## config.mk

```make
export PLATFORM = sky130hd
export DESIGN_NAME = serial_subtractor
export DESIGN_NICKNAME = d
export VERILOG_FILES = /design/src/rtl/serial_subtractor.sv
export SDC_FILE = /design/constraint.sdc
export NUM_CORES = 1
export LEC_CHECK = 0
export CAP_MARGIN = 20
export CORE_ASPECT_RATIO = 1.75
export CORE_MARGIN = 10
export CORE_UTILIZATION = 46
export CTS_CLUSTER_DIAMETER = 200
export DETAILED_ROUTE_END_ITERATION = 6
export PLACE_DENSITY = 0.74
export SYNTH_ARGS = -nofsm -noshare
export SYNTH_HDL_FRONTEND = slang
export SYNTH_SLANG_ARGS = --single-unit
export TNS_END_PERCENT = 20
```

## constraint.sdc

```tcl
create_clock -name clk -period 1.4 [get_ports clk]
set_input_delay 0.14 -clock clk [delete_from_list [all_inputs] [get_ports clk]]
set_output_delay 0.14 -clock clk [all_outputs]
set_load 0.05 [all_outputs]
```

## src/rtl/serial_subtractor.sv

```systemverilog
// serial_subtractor: bit-serial unsigned A - B, LSB first, with registered borrow
module serial_subtractor #(
    parameter int WIDTH = 8
) (
    input  logic             clk,
    input  logic             rst,
    input  logic             start,
    input  logic [WIDTH-1:0] A,
    input  logic [WIDTH-1:0] B,
    output logic             busy,
    output logic             done,
    output logic [WIDTH-1:0] D,
    output logic             Bo
);
    localparam int CW = (WIDTH > 2) ? $clog2(WIDTH) : 1;
    typedef enum logic [1:0] {IDLE, SHIFT, FIN} state_t;
    state_t           state;
    logic [WIDTH-1:0] a_sr, b_sr, p_sr;
    logic [CW-1:0]    cnt;
    logic             br, d, br_next;
    logic [WIDTH-1:0] p_next;
    always_comb begin
        d       = a_sr[0] ^ b_sr[0] ^ br;
        br_next = (~a_sr[0] & b_sr[0]) | (~(a_sr[0] ^ b_sr[0]) & br);
        p_next  = {d, p_sr[WIDTH-1:1]};
    end
    always_ff @(posedge clk) begin
        if (rst) begin
            state <= IDLE;
            a_sr  <= '0;
            b_sr  <= '0;
            p_sr  <= '0;
            cnt   <= '0;
            br    <= 1'b0;
            busy  <= 1'b0;
            done  <= 1'b0;
            D     <= '0;
            Bo    <= 1'b0;
        end else begin
            case (state)
                IDLE, FIN: begin
                    done <= 1'b0;
                    if (start) begin
                        state <= SHIFT;
                        a_sr  <= A;
                        b_sr  <= B;
                        p_sr  <= '0;
                        cnt   <= '0;
                        br    <= 1'b0;
                        busy  <= 1'b1;
                    end else begin
                        state <= IDLE;
                    end
                end
                SHIFT: begin
                    a_sr <= a_sr >> 1;
                    b_sr <= b_sr >> 1;
                    p_sr <= p_next;
                    br   <= br_next;
                    cnt  <= cnt + 1'b1;
                    if (cnt == CW'(WIDTH - 1)) begin
                        state <= FIN;
                        D     <= p_next;
                        Bo    <= br_next;
                        busy  <= 1'b0;
                        done  <= 1'b1;
                    end
                end
                default: state <= IDLE;
            endcase
        end
    end
endmodule

```

**After elaboration in Yosys (flattened, before gate mapping)**

Index checks and enable logic that the tools add are counted.

- Bits in registers: 41

- Equal/unequal tests: 5
- Multiplexer cells: 18
- Bitwise gates (word level): 7
- Reductions and logical operators: 7
- $add $sub $neg: 1

Operators with widths:

| kind | count |
|---|---|
| $pmux 8 s2 | 3 |
| $mux 8 | 3 |
| $pmux 1 s2 | 3 |
| $pmux 3 s2 | 1 |
| $reduce_and 2->1 | 3 |
| $mux 1 | 5 |
| $ne 2x2->1 const B | 2 |
| $pmux 2 s2 | 1 |
| $add 3x1->3 const B | 1 |
| $eq 3x3->1 const B | 1 |
| $mux 3 | 1 |
| $reduce_and 3->1 | 1 |
| $and 1x1->1 | 2 |
| $eq 2x1->1 const B | 1 |
| $eq 2x2->1 const B | 1 |
| $logic_not 2->1 | 1 |
| $mux 2 | 1 |
| $not 1->1 | 2 |
| $reduce_bool 2->1 | 1 |
| $reduce_or 2->1 | 1 |
| $xor 1x1->1 | 2 |
| $or 1x1->1 | 1 |

**Logic depth before layout (Yosys ltp)**

Gate-level depths: netlist (run 1).

- Depth in word-level cells: 5
- Mapped depth: 6

**Worst setup path after synthesis (run 1)**

Ideal clock, no wire load.

- Kind: register to register
- Start: reg cnt[0]
- End: reg D[1]
- Cell stages (with the launch flop): 7
- Period minus slack after synthesis: 1318 ps
- Buffers on the path: 1
- Arrival: 1246 ps
- Slack: 82 ps
- Path through: dfxtp_1 > ha_1 > ha_1 > nand3b_1 > clkbuf_1 > nand2_1 > a21oi_1

- Word-level cells in the longest chain between the ends: 2

Ends and longest elaborated chain:

| element | line | source |
|---|---|---|
| start, declared | 19 | `logic [CW-1:0] cnt;` |
| start signal, assigned | 60 | `cnt <= cnt + 1'b1;` |
| $eq 3x3->1 | 61 | `if (cnt == CW'(WIDTH - 1)) begin` |
| $reduce_and 2->1 (no source line) | -- |  |
| end signal, assigned | 63 | `D <= p_next;` |
| end, declared | 12 | `output logic [WIDTH-1:0] D,` |

Every way passes these cells.
A chain may end at the register's enable or synchronous reset.

**Worst setup path after layout (run 1)**

- Start: reg cnt[0]
- End: reg Bo

- Word-level cells in the longest chain between the ends: 2

Ends and longest elaborated chain:

| element | line | source |
|---|---|---|
| $eq 3x3->1 | 61 |  |
| $reduce_and 2->1 (no source line) | -- |  |
| end signal, assigned | 64 | `Bo <= br_next;` |
| end, declared | 13 | `output logic Bo` |

Every way passes these cells.

==> flow_summary_export.csv, run 1 <==
group,metric,value,unit
timing,skew,0.00491,ns
setup_path,path_max_fanout,10,
worst_hold_path,holdPathStages,3,
run,maxCapViolations,0,
die,core_area,3400,um^2
pwr,irDropWorstVdd,1.11,mV
die,num_io_pins,30,
logic_synthesis,synth_area,1640,um^2
timing,relSlewSlack,84.2,%
detailed_routing,num_vias,1406,
cts,post_cts_buffers,0,
layout,syn_to_final_growth,29.0,%
global_route,grt_pass1_wl,5710,um
setup_path,start_kind,"flop",
logic_synthesis,yosysSeqAreaShare,48.8,%
logic_synthesis,yosys.cell_types.count,20,
timing,timing.final.ws_setup,0.0833,ns
die,die_x,65.2,um
pwr,power_frac_comb,13.4,%
die,initial_core_util,48.3,%
detailed_routing,route.detailed.drc,0,
pwr,clockPowerShare,33.6,%
detailed_routing,routed_wirelength,3390,um
timing,tightest_slew,0.236,ns
timing,slew_viol_final,0,
timing,rsz0062_at_grt,"no",
cts,cts.clk_slew.worst_paths,0.07,ns
pwr,swShare,25.0,%
layout,diodes,0,
status,status,"completed",
detailed_routing,drtIter0Drc,22,
setup_path,endpoint_kind,"flop",
logic_synthesis,synth_nets,218,
pwr,power.switching,0.000580,W
timing,min_period,1.32,ns
setup_path,crit_arrival,1.52,ns
global_route,antenna_found_initial,0,
die,die_h,99.0,um
layout,drive_above_1_share,16.1,%
cts,ctsHoldBuffers,0,
pwr,seq_power_share,53.0,%
timing,hold_viol_final,0,
cts,cts.sinks,40,
placed_design,place_inst,261,
pwr,p_int,0.00174,W
logic_synthesis,ys_ff_latch,40,
pwr,p_leak,0.780,nW
timing,fmax,0.759,GHz
layout,final_net_count,245,
detailed_routing,routed_via_density,5.23,
die,rows,28,
global_route,overflow,0,
worst_hold_path,hold_path.class,"in2reg",
placed_design,place_ws,-0.0271,ns
cts,cts_buffer_depth,2,
detailed_routing,drt_first_pass_iters,4,
layout,fillers,300,
cts,root_buffer,"clkbuf_8",
global_route,grt_pass1_vias,1408,
timing,period_share,94.1,%
cts,cts_max_level,2,
pwr,p_total,0.00232,W
placed_design,dp_hpwl,2370,um
timing,setup_viol,0,
cts,clkLatencyLatePin,0.29,ns
setup_path,criticalPathCategory,"reg2reg",
detailed_routing,wl_per_cell,12.6,um
detailed_routing,drtAntennaViolNets,0,
global_route,grt_util_all_layers,10.8,%
pwr,p_per_area,1090,nW/um^2
cts,cts_inserted_buffers,5,
setup_path,reg2reg_depth,5,
logic_synthesis,syn_area_per_cell,8.38,um^2
setup_path,required,1.60,ns
die,die-area,6450,um^2
logic_synthesis,yosys_warnings,0,
cts,cts_tree,"done",
placed_design,gp_congestion,0.774,
placed_design,port_buffers,29,
layout,layoutNonFillerInstCount,269,
global_route,grt_max_degree,43,
logic_synthesis,syn_inst,196,
sequential cells by signal (all words and copies together) (netlist names):
signal	cells
D	8
a_sr	8
b_sr	8
p_sr	7
cnt	3
state	2
Bo	1
br	1
busy	1
done	1
final cells by class:
cell class | instances | area, um^2 | share of cell area, %
clock inverter | 2 | 10.0 | 0.473
clock buffer | 6 | 82.6 | 3.90
inverter | 2 | 7.51 | 0.355
timing repair buffer | 37 | 423 | 20.0
tap | 45 | 56.3 | 2.66
multi-input combinational | 137 | 736 | 34.8
sequential | 40 | 802 | 37.9
cells in the final DEF (no fill, tap or decap), types with 2 or more instances in the layout:
master and instances:
inv_1 2, buf_12 8, clkinv_2 2, clkdlybuf4s50_1 18
nand3_1 13, a311oi_2 6, buf_4 11, nand2b_1 4
clkbuf_8 6, nand2_1 56, a311oi_1 8, nor2b_1 2
a21oi_1 23, nor2_1 18, dfxtp_1 39
worst max-delay path, stage by stage, from the launching register on:
cell      delay, ns
dfxtp_2        0.34
ha_1           0.15
ha_2           0.18
and3b_2        0.29
nor2_1         0.06
a211oi_1       0.21
path summary, 6_finish.rpt:
kind,from,end,slack [ns]
worst max-delay path,cnt[0]$_SDFFE_PP0P_,Bo$_SDFFE_PP0P_,0.08
worst min-delay path,B[7],b_sr[7]$_SDFFE_PP0P_,0.40
worst max register to register,cnt[0]$_SDFFE_PP0P_,Bo$_SDFFE_PP0P_,0.08
worst min register to register,D[7]$_SDFFE_PP0P_,D[7]$_SDFFE_PP0P_,0.46
power by group through the flow:
stage          Combinational (W)  Clock (W)  Sequential (W)
5_1_grt                 0.000344   0.000837         0.00123
3_3_place_gp            0.000309          0         0.00125
6_report                0.000310   0.000779         0.00123
3_5_place_dp            0.000312          0         0.00125
2_1_floorplan           0.000201          0         0.00125
4_1_cts                 0.000313   0.000805         0.00123
per-stage QoR:
step                      util (%)  setup TNS [ns]  instance area [um^2]  hold slack, ns
after floorplan                  -               0                  1640           0.276
after global placement        59.4               0                  2020           0.442
after detailed placement      59.4          -0.170                  2020           0.447
after CTS                     62.2               0                  2110           0.390
after global routing          62.3               0                  2120           0.418
final                         62.3               0                  2120           0.397
synthesized netlist by cell type:
library cell / count / area [um^2]
nand2_1: 56 / 210
dfxtp_1: 40 / 801
a21oi_1: 23 / 115
nor2_1: 18 / 67.6
nand3_1: 13 / 65.1
a311oi_1: 8 / 70.1
a311oi_2: 6 / 90.1
buf_2: 6 / 30.0
clkbuf_1: 5 / 18.8
buf_4: 4 / 30.0
nand2b_1: 4 / 25.0
buf_6: 2 / 22.5
ha_1: 2 / 25.0
inv_1: 2 / 7.51
nor2b_1: 2 / 12.5
a211oi_1: 1 / 7.51
and3b_1: 1 / 8.76
fa_1: 1 / 20.0
nand3b_1: 1 / 7.51
o21a_1: 1 / 7.51
repair_timing:
item                       in CTS  in global routing
setup endpoints to repair       1                  3
cloned                          0                  0
resized for setup               1                  2
routing by layer:
layer / wire, um / global-route usage (%) / up-vias
li1: - / - / 710
met1: 1400 / 10.3 / 660
met2: 1750 / 19.0 / 29
met3: 163 / 4.20 / 7
met4: 72 / 6.29 / 0
met5: 0 / 0 / -
kinds of logic after synthesis:
group           count (synthesis)  synth area share (%)
compound gates                 39                  17.7
flops                          40                  48.8
buf+inv                        19                  6.63
simple gates                   95                  24.2
fa+ha+maj                       3                  2.74
No activity file was read; power rests on OpenSTA's default activity.
==> run 2: changes to the inputs <==
- clock period: 1.4 -> 1.13 ns (I/O delays scaled with it)
==> run 2 against run 1 <==
  * The run now ends with negative setup slack left
  * Die area stayed put
  * Sequential share of layout area is 4.2 points lower
  * Clock power is 49% higher
  * Cell count is 2.6% higher
  * Clock-buffer cell count is 1 lower
  * Maximum frequency is 11% higher
  * Setup slack worse by 0.13 ns
  * Register-to-register slack worse by 0.13 ns
  * Non-clock buffer count is 6 higher
  * Routed wire length is 18% higher
  * Highest routed layer unchanged
==> flow_summary_export.csv, run 2 (synthesis results as in run 1) <==
group,metric,value,unit
status,status,"finished with violations",
status,violations,"negative setup slack",
die,rows,28,
layout,final_net_count,252,
cts,cts_tree,"done",
setup_path,crit_arrival,1.40,ns
timing,slew_viol_final,0,
layout,final_cell_area,2410,um^2
setup_path,regToRegEndpoint,"D[7]$_SDFFE_PP0P_",
detailed_routing,routed_via_density,5.28,
die,core_area,3400,um^2
cts,clkLatencyLatePin,0.29,ns
detailed_routing,drtIter0Drc,28,
detailed_routing,routed_wirelength,3990,um
die,num_io_pins,30,
timing,relSlewSlack,84.7,%
die,die_x,65.2,um
placed_design,dpl-instance-area,2170,um^2
detailed_routing,drtAntennaViolNets,0,
timing,hold_viol_final,0,
setup_path,start_kind,"flop",
placed_design,place_inst,264,
placed_design,gp_congestion,0.745,
die,initial_core_util,48.3,%
global_route,grt_pass1_vias,1496,
setup_path,required,1.35,ns
timing,skew,0.00940,ns
timing,fmax,0.846,GHz
timing,min_period,1.18,ns
worst_hold_path,hold_path.class,"in2reg",
setup_path,timing.rr.start,"br$_SDFFE_PP0P_",
layout,mostFrequentLayoutCells,"56 x nand2_1, 35 x dfxtp_1, 19 x a21oi_1, 17 x nor2_1, 17 x clkdlybuf4s50_1",
timing,tightest_slew,0.229,ns
global_route,grt_pass1_wl,6830,um
die,die_h,99.0,um
die,die-area,6450,um^2
setup_path,reg2reg_depth,4,
cts,ctsHoldBuffers,0,
run,maxCapViolations,0,
timing,setup_viol,12,
cts,cts_max_level,2,
layout,fillers,273,
pwr,p_leak,0.873,nW
timing,tns,-0.357,ns
layout,final_common_cell,"nand2_1",
setup_path,ff2ff_setup_slack,-0.05,ns
detailed_routing,drt_first_pass_iters,6,
timing,period_share,105,%
pwr,p_per_area,1310,nW/um^2
layout,layoutNonFillerInstCount,276,
layout,diodes,0,
pwr,p_total,0.00316,W
detailed_routing,route.detailed.drc,0,
detailed_routing,num_vias,1458,
placed_design,dp_hpwl,2500,um
layout,syn_to_final_growth,46.6,%
cts,cts_buffer_depth,2,
setup_path,criticalPathCategory,"reg2reg",
cts,cts.sinks,40,
cts,root_buffer,"clkbuf_8",
global_route,overflow,0,
layout,multiInputGateArea,827,um^2
placed_design,port_buffers,29,
cts,cts_inserted_buffers,5,
worst_hold_path,holdPathStages,3,
setup_path,path_max_fanout,2,
global_route,grt_util_all_layers,13.2,%
detailed_routing,wl_per_cell,14.5,um
global_route,antenna_found_initial,0,
worst_hold_path,hp-start,"B[7]",
layout,top_regs,"D (8), a_sr (8), b_sr (8)",
layout,drive_above_1_share,25.5,%
layout,seq_area,812,um^2
worst_hold_path,whs_endpoint,"b_sr[7]$_SDFFE_PP0P_",
pwr,irDropWorstVdd,1.45,mV
timing,rsz0062_at_grt,"yes",
timing,timing.final.ws_setup,-0.0514,ns
layout,final_core_util,70.8,%
setup_path,endpoint_kind,"flop",
global_route,grt_max_degree,33,
cts,cts.clk_slew.worst_paths,0.08,ns
-- run 2: layout make-up --
type	instances	area share, %
multi-input cells	138	34.4
flip-flops and latches	40	33.7
repair buffers	43	24.6
clock buffers	5	2.86
well taps	45	2.34
clock inverters	3	1.77
inverters	2	0.312
-- run 2: repair_timing --
action                     4_1_cts  5_1_grt
resized for setup               18        8
cloned                           4        0
pin swaps                        3        6
setup endpoints to repair       26       39
buffers inserted                 1        0
-- run 2: critical path: stages, from the launching register on --
cell,delay [ns]
dfxtp_1,0.34
inv_1,0.06
fa_2,0.54
nand2_1,0.06
a21oi_1,0.13
-- run 2: how the worst max path moves through the flow --
stage                        start                    to  depth (start not counted)
4_1_cts        cnt[1]$_SDFFE_PP0P_       Bo$_SDFFE_PP0P_                          5
2_1_floorplan  cnt[1]$_SDFFE_PP0P_       Bo$_SDFFE_PP0P_                          6
3_5_place_dp                 start  a_sr[5]$_SDFFE_PP0P_                          5
3_3_place_gp                 start  a_sr[3]$_SDFFE_PP0P_                          5
5_1_grt        cnt[1]$_SDFFE_PP0P_     D[0]$_SDFFE_PP0P_                          6
6_report           br$_SDFFE_PP0P_     D[7]$_SDFFE_PP0P_                          4
-- run 2: metrics by stage --
step	setup WS, ns	hold WS [ns]
after global routing	-0.132	0.380
after floorplan	-0.0280	0.249
after global placement	-0.207	0.448
after CTS	-0.0943	0.367
after detailed placement	-0.302	0.459
final	-0.0514	0.372
-- run 2: per-layer routing --
metal / track usage [%] / vias up / share of wire [%]
li1: - / 729 / -
met1: 13.6 / 683 / 39
met2: 22.5 / 34 / 53
met3: 3.85 / 12 / 4.3
met4: 8.61 / 0 / 3.6
met5: 0 / - / 0
-- run 2: power breakdown --
part | switching, W | internal, W
Combinational | 0.000234 | 0.000245
Clock | 0.000504 | 0.000654
Sequential | 0.0000482 | 0.00148
